File: src/rtl/fifo_wr_arbiter.sv
// Round-robin arbiter sharing the 16x8 FIFO write port between NREQ producers,
// with write-error attribution. Define ARB_BURST_LOCK_EN to hold grants for bursts.
module fifo_wr_arbiter #(
  parameter int NREQ      = 4,
  parameter int DW        = 8,
  parameter int BURST_MAX = 4,
  parameter int STALL_MAX = 8
) (
  input  logic              clk_i,
  input  logic              rst_i,
  input  logic [NREQ-1:0]   req_valid_i,
  input  logic [NREQ*DW-1:0] req_data_i,
  input  logic [NREQ-1:0]   req_last_i,
  output logic [NREQ-1:0]   req_ready_o,
  output logic [NREQ-1:0]   grant_o,
  output logic              fifo_wr_en_o,
  output logic [DW-1:0]     fifo_wdata_o,
  input  logic              fifo_full_i,
  input  logic              fifo_wr_error_i,
  output logic [7:0]        err_cnt_o,
  output logic [2:0]        err_id_o,
  output logic              stall_rel_o
);

  localparam int IW = (NREQ > 1) ? $clog2(NREQ) : 1;
  localparam int BW = (BURST_MAX > 1) ? $clog2(BURST_MAX) : 1;
  localparam int SW = (STALL_MAX > 1) ? $clog2(STALL_MAX) : 1;
`ifdef ARB_BURST_LOCK_EN
  localparam logic [BW-1:0] BEAT_LAST  = BW'(BURST_MAX - 1);
  localparam logic [SW-1:0] STALL_LAST = SW'(STALL_MAX - 1);
`endif

  typedef enum logic {IDLE, BURST} state_t;

  state_t          state_q, state_d;
  logic [NREQ-1:0] grant_q, grant_d;
  logic [IW-1:0]   gidx_q, gidx_d;
  logic [IW-1:0]   rr_ptr_q, rr_ptr_d;
  logic [BW-1:0]   beat_q, beat_d;
  logic [SW-1:0]   stall_q, stall_d;
  logic [2:0]      last_id_q, last_id_d;
  logic            wr_en_q, wr_en_d;
  logic [DW-1:0]   wdata_q, wdata_d;
  logic            stall_rel_q, stall_rel_d;
  logic [7:0]      err_cnt_q;
  logic [2:0]      err_id_q;

  logic            win_found;
  logic [IW-1:0]   win_idx;
  logic [IW-1:0]   cand_idx;
  logic            g_valid, g_last;
  logic [DW-1:0]   g_data;
  logic            accept;
  logic            end_grant;

  // Rotating priority: the search starts just after the previous winner.
  // NOTE: every variable written in an always_comb gets a default first, so no latch is inferred.
  always_comb begin
    win_found = 1'b0;
    win_idx   = '0;
    cand_idx  = '0;
    for (int i = 1; i <= NREQ; i++) begin
      cand_idx = IW'((int'(rr_ptr_q) + i) % NREQ);
      if (!win_found && req_valid_i[cand_idx]) begin
        win_found = 1'b1;
        win_idx   = cand_idx;
      end
    end
  end

  // Signals of the granted requester, selected by the one-hot grant.
  always_comb begin
    g_valid = 1'b0;
    g_last  = 1'b0;
    g_data  = '0;
    for (int k = 0; k < NREQ; k++) begin
      if (grant_q[k]) begin
        g_valid = req_valid_i[k];
        g_last  = req_last_i[k];
        g_data  = req_data_i[k*DW +: DW];
      end
    end
  end

  assign accept      = (state_q == BURST) && g_valid && !fifo_full_i;
  assign req_ready_o = ((state_q == BURST) && !fifo_full_i) ? grant_q : '0;

  always_comb begin
    state_d     = state_q;
    grant_d     = grant_q;
    gidx_d      = gidx_q;
    rr_ptr_d    = rr_ptr_q;
    beat_d      = beat_q;
    stall_d     = stall_q;
    last_id_d   = last_id_q;
    wr_en_d     = accept;
    wdata_d     = wdata_q;
    stall_rel_d = 1'b0;
    end_grant   = 1'b0;

    if (accept) begin
      wdata_d   = g_data;
      last_id_d = 3'(gidx_q);
    end

    case (state_q)
      IDLE: begin
        if (win_found) begin
          grant_d  = {{(NREQ-1){1'b0}}, 1'b1} << win_idx;
          gidx_d   = win_idx;
          rr_ptr_d = win_idx;
          beat_d   = '0;
          stall_d  = '0;
          state_d  = BURST;
        end
      end
      BURST: begin
`ifdef ARB_BURST_LOCK_EN
        if (accept) begin
          beat_d  = beat_q + 1'b1;
          stall_d = '0;
          if (g_last || beat_q == BEAT_LAST) end_grant = 1'b1;
        end else if (!g_valid) begin
          // A full FIFO with valid high is back-pressure, not a stall.
          if (stall_q == STALL_LAST) begin
            stall_rel_d = 1'b1;
            end_grant   = 1'b1;
          end else begin
            stall_d = stall_q + 1'b1;
          end
        end
`else
        if (accept || !g_valid) end_grant = 1'b1;
`endif
        if (end_grant) begin
          state_d = IDLE;
          grant_d = '0;
        end
      end
      default: state_d = IDLE;
    endcase
  end

`ifndef ARB_BURST_LOCK_EN
  logic unused_lock;
  assign unused_lock = ^{g_last, beat_q, stall_q};
`endif

  // NOTE: sequential state uses non-blocking assignments so every register samples pre-edge values.
  always_ff @(posedge clk_i) begin
    if (rst_i) begin
      state_q     <= IDLE;
      grant_q     <= '0;
      gidx_q      <= '0;
      rr_ptr_q    <= IW'(NREQ - 1);
      beat_q      <= '0;
      stall_q     <= '0;
      last_id_q   <= '0;
      wr_en_q     <= 1'b0;
      wdata_q     <= '0;
      stall_rel_q <= 1'b0;
      err_cnt_q   <= '0;
      err_id_q    <= '0;
    end else begin
      state_q     <= state_d;
      grant_q     <= grant_d;
      gidx_q      <= gidx_d;
      rr_ptr_q    <= rr_ptr_d;
      beat_q      <= beat_d;
      stall_q     <= stall_d;
      last_id_q   <= last_id_d;
      wr_en_q     <= wr_en_d;
      wdata_q     <= wdata_d;
      stall_rel_q <= stall_rel_d;
      // The error refers to the write issued last cycle, still held in last_id.
      if (fifo_wr_error_i) begin
        if (err_cnt_q != 8'hFF) err_cnt_q <= err_cnt_q + 8'd1;
        err_id_q <= last_id_q;
      end
    end
  end

  assign grant_o      = grant_q;
  assign fifo_wr_en_o = wr_en_q;
  assign fifo_wdata_o = wdata_q;
  assign err_cnt_o    = err_cnt_q;
  assign err_id_o     = err_id_q;
  assign stall_rel_o  = stall_rel_q;

endmodule

File: config.mk
export PLATFORM = sky130hd
export DESIGN_NAME = fifo_wr_arbiter
export DESIGN_NICKNAME = d
export VERILOG_FILES = /design/src/rtl/fifo_wr_arbiter.sv
export SDC_FILE = /design/constraint.sdc
export NUM_CORES = 1
export LEC_CHECK = 0
export CAP_MARGIN = 20
export CORE_ASPECT_RATIO = 1.1
export CORE_MARGIN = 1.5
export CORE_UTILIZATION = 42
export CTS_BUF_LIST = sky130_fd_sc_hd__clkbuf_4
export DETAILED_ROUTE_END_ITERATION = 8
export HOLD_SLACK_MARGIN = 0.05
export PLACE_DENSITY = 0.82
export SLEW_MARGIN = 20
export SYNTH_ARGS = -nofsm -noshare
export SYNTH_HDL_FRONTEND = slang
export SYNTH_SLANG_ARGS = --single-unit
File: constraint.sdc
create_clock -name clk_i -period 2.1 [get_ports clk_i]
set_clock_uncertainty 0.1 [all_clocks]
set_input_delay 0.42 -clock clk_i [delete_from_list [all_inputs] [get_ports clk_i]]
set_output_delay 0.42 -clock clk_i [all_outputs]
set_load 0.02 [all_outputs]
# After elaboration in Yosys (flattened, before gate mapping)
# Cells that the tools add are included.
# W data, S select, Z words.
# op_classes
muxes	33
addsub	5
n_lt_le_gt_ge	4
bitwise	1
shift	1
n_eq_ne	3
reduce_logical	15
# op_table
operator	n
$mux W8	4
$mux W1	16
$lt A2 B3 Y1 const B	4
$mux W4	3
$add A8 B1 Y8 const B	1
$bmux W1 S2	4
$mux W2	4
$ne A8 B8 Y1 const B	1
$pmux W4 S2	1
$logic_and A1 B1 Y1	6
$reduce_and A2 Y1	3
$logic_not A1 Y1	5
$add A2 B1 Y2 const B	2
$add A2 B2 Y2 const B	2
$shl A1 B2 Y4 const A	1
$ne A2 B1 Y1 const B	1
$ne A2 B2 Y1 const B	1
$pmux W1 S2	1
$logic_or A1 B1 Y1	1
$not A1 Y1	1
# word_totals
inputBits	44
reg_bits	30
word_cells	71

# Logic depth before layout (Yosys ltp)
# depth
word_depth	16
mapped_depth	5

# Worst setup path after synthesis
# OpenSTA, ideal clock, no wires.
# synth_path
kind	flip-flop to output port
start	reg grant_q[3], in the netlist grant_o[3]
end	out req_ready_o[3]
path_slack_ps	302
arrival_time_ps	1278
stages_incl_launch_ff	3
path_buffers	0
cell_sequence	dfxtp_1 inv_1 nor3_1
# synth_via
elab_chain_len	1
# synth_rtl
element	line	source
start: declaration	36	logic [NREQ-1:0] grant_q, grant_d;
start signal: assignment	166	grant_q <= grant_d;
$mux W4	86	assign req_ready_o = ((state_q == BURST) && !fifo_full_i) ? grant_q : '0;
end: declaration	14	output logic [NREQ-1:0] req_ready_o,
# No other way between the ends.

# Worst setup path in the final report
# layout_path
start	in fifo_full_i
end	out req_ready_o[0]
# layout_via
elab_chain_len	3
# layout_rtl
element	line	source
start: declaration	18	input logic fifo_full_i,
$logic_not A1 Y1	86	
$logic_and A1 B1 Y1	86	
$mux W4	86	
# No other way between the ends.

==> qor.csv <==
stage,metric,value,unit
status,status,completed,
cts,clock_sink_count,30,
die,die_height,67.0,um
yosys,synth_enable_flop_cells,0,
worst_setup_path,levels_on_crit_path,4,
cts,cts_inserted_buffers,5,
pwr,power.switching_fraction,29.0,%
pwr,vdd_drop_max,0.475,mV
finish,synth_to_final_area_change,54.8,%
finish,finish.net_count,299,
routing,detail_route.drc_violations,0,
sta,timing.setup.tns,0,ps
yosys,post_synth_instance_area,1560,um^2
cts,cts_post_setup_buffers_inserted,0,
routing,routed_wirelength,4.25,mm
worst_setup_path,crit_type,in -> out,
die,die-area,4100,um^2
routing,drt-vias-per-instance,5.48,
yosys,async_reset_ff_share,0,%
sta,final_hold_viol_count,0,
sta,period_share,95.8,%
pwr,p_comb_share,25.7,%
cts,clock_latency,330,ps
routing,drt_iter0_drc,87,
die,rows,23,
flow_run,number_of_maximum_capacitance_constraint_violations,0,
die,num_io_pins,73,
finish,fillers,330,
worst_setup_path,critPathSlowestCell,sky130_fd_sc_hd__clkdlybuf4s50_1,
pwr,leakagePower,0.911,nW
yosys,synth.distinct_cells,48,
global_route,number_of_antenna_violations_at_the_first_check_in_global_routing,0,
worst_setup_path,worst_setup_path_end_kind,output port,
worst_setup_path,cpLargestDelayFamily,buffers and inverters,
sta,finalCriticalPeriod,2010,ps
place,placed_cells_incl_taps,297,
sta,setup_viol_count_final,0,
place,place_hpwl,3.10,mm
finish,antennaDiodeCount,0,
yosys,yosysWarningCount,0,
place,place.gp.congestion,0.822,
yosys,syn-mean-instance-area,8.88,um^2
sta,maxClockFrequency,0.497,GHz
worst_setup_path,timing.critical_path.cells,clkdlybuf4s50_1 -> nor2b_2 -> and2_1 -> dlygate4sd2_1,
finish,utilization,67.2,%
worst_setup_path,worst_path_fanout_max,4,
global_route,number_of_global_route_vias_before_repair,1436,
min_path,holdCritPathClass,reg -> reg,
pwr,net_switching,0.000373,W
worst_setup_path,crit_path_max_incr_delay,440,ps
global_route,grt_use_total,21.2,%
finish,multi_input_area,893,um^2
finish,post_layout_instance_count_excluding_filler_cells,305,
yosys,synthesis_stage_register_bit_count,30,
cts,htree_num_levels,2,
sta,rsz0062_at_grt,no,
worst_setup_path,critPathRequiredTime,1580,ps
worst_setup_path,worstPathBufferInverterCount,2,
cts,cts.root.buffer_cell,sky130_fd_sc_hd__clkbuf_4,
pwr,p_int,0.000916,W
finish,seqCellArea,601,um^2
worst_setup_path,worst_ep_arrival_time,1490,ps
min_path,hold_depth,2,
routing,ant_nets,0,
pwr,clockPowerShare,26.3,%
die,fp.coreArea,3600,um^2
yosys,synth.yosys.seq_area_share,38.4,%
cts,cts_tree,done,
yosys,dominantRegCellSynth,sky130_fd_sc_hd__dfxtp_1,
yosys,synth_cells,176,
finish,fraction_of_layout_instances_using_a_drive_strength_above_1,11.0,%
pwr,proportion_of_power_drawn_by_flip_flops_and_latches,48.0,%
worst_setup_path,timing.critical_path.from_type,input pin,
pwr,p_per_area,533,nW/um^2
cts,worst_setup_hold_path_clk_slew,100,ps
die,start_util,43.4,%
place,portBuffers,66,
die,die-width,61.2,um
global_route,globalRouteOverflowTotal,0,
routing,via_count,1671,
global_route,grt_pass1_wl,6.53,mm
sta,report.final.slew_viol_count,0,
routing,wl_per_cell,13.9,um
global_route,grt_max_degree,43,
routing,detail_route.first_pass.iterations,4,
cts,cts_buffer_depth,2,
worst_setup_path,r2r_cells,4,
worst_setup_path,worst_setup_slack_for_register_to_register_paths,400,ps
## per-stage QoR
step                setup slack [ps]  power (W)  instance area (um^2)  hold WS (ps)
floorplan                        302   0.000795                  1570           336
global placement                -199   0.000958                  2370           354
detailed placement              -233   0.000964                  2370           356
CTS                             80.2    0.00130                  2420           376
global route                    20.0    0.00135                  2420           397
finish                          89.1    0.00129                  2420           374
## power by group through the flow
stage               Sequential, W  Clock [W]  Combinational [W]
finish                   0.000619   0.000339           0.000332
CTS                      0.000619   0.000344           0.000334
global route             0.000623   0.000370           0.000360
floorplan                0.000642          0           0.000153
global placement         0.000631          0           0.000328
detailed placement       0.000632          0           0.000332
## flip-flops by register name (all words and copies together), names as in the netlist
| register | count |
|---|---|
| err_cnt_o | 8 |
| err_id_o | 2 |
| fifo_wdata_o | 8 |
| fifo_wr_en_o | 1 |
| gidx_q | 2 |
| grant_o | 4 |
| last_id_q | 2 |
| rr_ptr_q | 2 |
| state_q | 1 |
## logic make-up after synthesis
logic type / after synthesis / share of synthesized area (%)
simple gates: 70 / 26.0
compound gates: 52 / 25.4
xor+xnor: 2 / 1.12
buf+inv: 15 / 4.80
flops: 30 / 38.4
mux: 5 / 3.20
other cells: 1 / 0.240
fa+ha+maj: 1 / 0.801
## cell usage after synthesis, types with 3 or more instances
| master | n | area share (%) |
|---|---|---|
| sky130_fd_sc_hd__o41ai_1 | 9 | 5.0 |
| sky130_fd_sc_hd__a21oi_1 | 8 | 2.6 |
| sky130_fd_sc_hd__clkbuf_1 | 6 | 1.4 |
| sky130_fd_sc_hd__nand3_1 | 3 | 0.96 |
| sky130_fd_sc_hd__o22ai_1 | 9 | 3.6 |
| sky130_fd_sc_hd__nor2_1 | 16 | 3.8 |
| sky130_fd_sc_hd__and2_1 | 4 | 1.6 |
| sky130_fd_sc_hd__nor3_1 | 7 | 2.2 |
| sky130_fd_sc_hd__nand2b_1 | 7 | 2.8 |
| sky130_fd_sc_hd__nor2b_1 | 5 | 2.0 |
| sky130_fd_sc_hd__nand3b_1 | 10 | 4.8 |
| sky130_fd_sc_hd__inv_1 | 4 | 0.96 |
| sky130_fd_sc_hd__dfxtp_1 | 30 | 38 |
| sky130_fd_sc_hd__a221oi_1 | 8 | 4.5 |
| sky130_fd_sc_hd__mux2i_1 | 5 | 3.2 |
| sky130_fd_sc_hd__nand2_1 | 5 | 1.2 |
## placed cells by master (no fill, tap or decap), types with 3 or more instances in the layout
cell type,instances
sky130_fd_sc_hd__nand2b_1,7
sky130_fd_sc_hd__o41ai_1,9
sky130_fd_sc_hd__and2_1,4
sky130_fd_sc_hd__o22ai_1,9
sky130_fd_sc_hd__nand3_1,3
sky130_fd_sc_hd__buf_4,13
sky130_fd_sc_hd__nand2_1,5
sky130_fd_sc_hd__clkbuf_4,6
sky130_fd_sc_hd__a221oi_1,8
sky130_fd_sc_hd__mux2i_1,5
sky130_fd_sc_hd__nor2_1,16
sky130_fd_sc_hd__nor3_1,7
sky130_fd_sc_hd__a21oi_1,8
sky130_fd_sc_hd__dfxtp_1,30
sky130_fd_sc_hd__nor2b_1,4
sky130_fd_sc_hd__clkdlybuf4s50_1,62
sky130_fd_sc_hd__inv_1,4
sky130_fd_sc_hd__dlygate4sd2_1,4
sky130_fd_sc_hd__nand3b_1,10
## worst paths after layout
| path | start | to |
|---|---|---|
| max | fifo_full_i | req_ready_o[0] |
| min | gidx_q[1]$_SDFFE_PP0P_ | gidx_q[1]$_SDFFE_PP0P_ |
| min reg2reg | gidx_q[1]$_SDFFE_PP0P_ | gidx_q[1]$_SDFFE_PP0P_ |
| max reg2reg | grant_o[1]$_SDFFE_PP0P_ | fifo_wdata_o[3]$_SDFFE_PP0P_ |
## what timing repair did
action,CTS,global route
hold buffers,0,0
setup endpoints to repair,4,0
resized for setup,5,0
## layer usage
metal  vias up  global-route usage [%]  share of wire, %  wire length, um
li1        823                       -                 -                -
met5         -                       0                 0                0
met3         8                    5.44               3.6              155
met1       798                    27.8                45             1900
met2        42                    33.4                50             2120
met4         0                    6.52               1.6               68
## final cells by class
class | count | area share [%]
flip-flops and latches | 30 | 24.8
well taps | 50 | 2.59
multi-input cells | 132 | 36.9
repair buffers | 81 | 32.8
clock buffers | 6 | 1.86
clock inverters | 2 | 0.362
inverters | 4 | 0.621
## worst reg2reg max path, stage by stage (launching register included)
cell and delay (ps):
sky130_fd_sc_hd__dfxtp_1 390, sky130_fd_sc_hd__and3b_1 350, sky130_fd_sc_hd__o2111ai_4 200, sky130_fd_sc_hd__buf_12 200, sky130_fd_sc_hd__o41ai_1 350
Note: power is estimated with default switching activity, not from simulation.
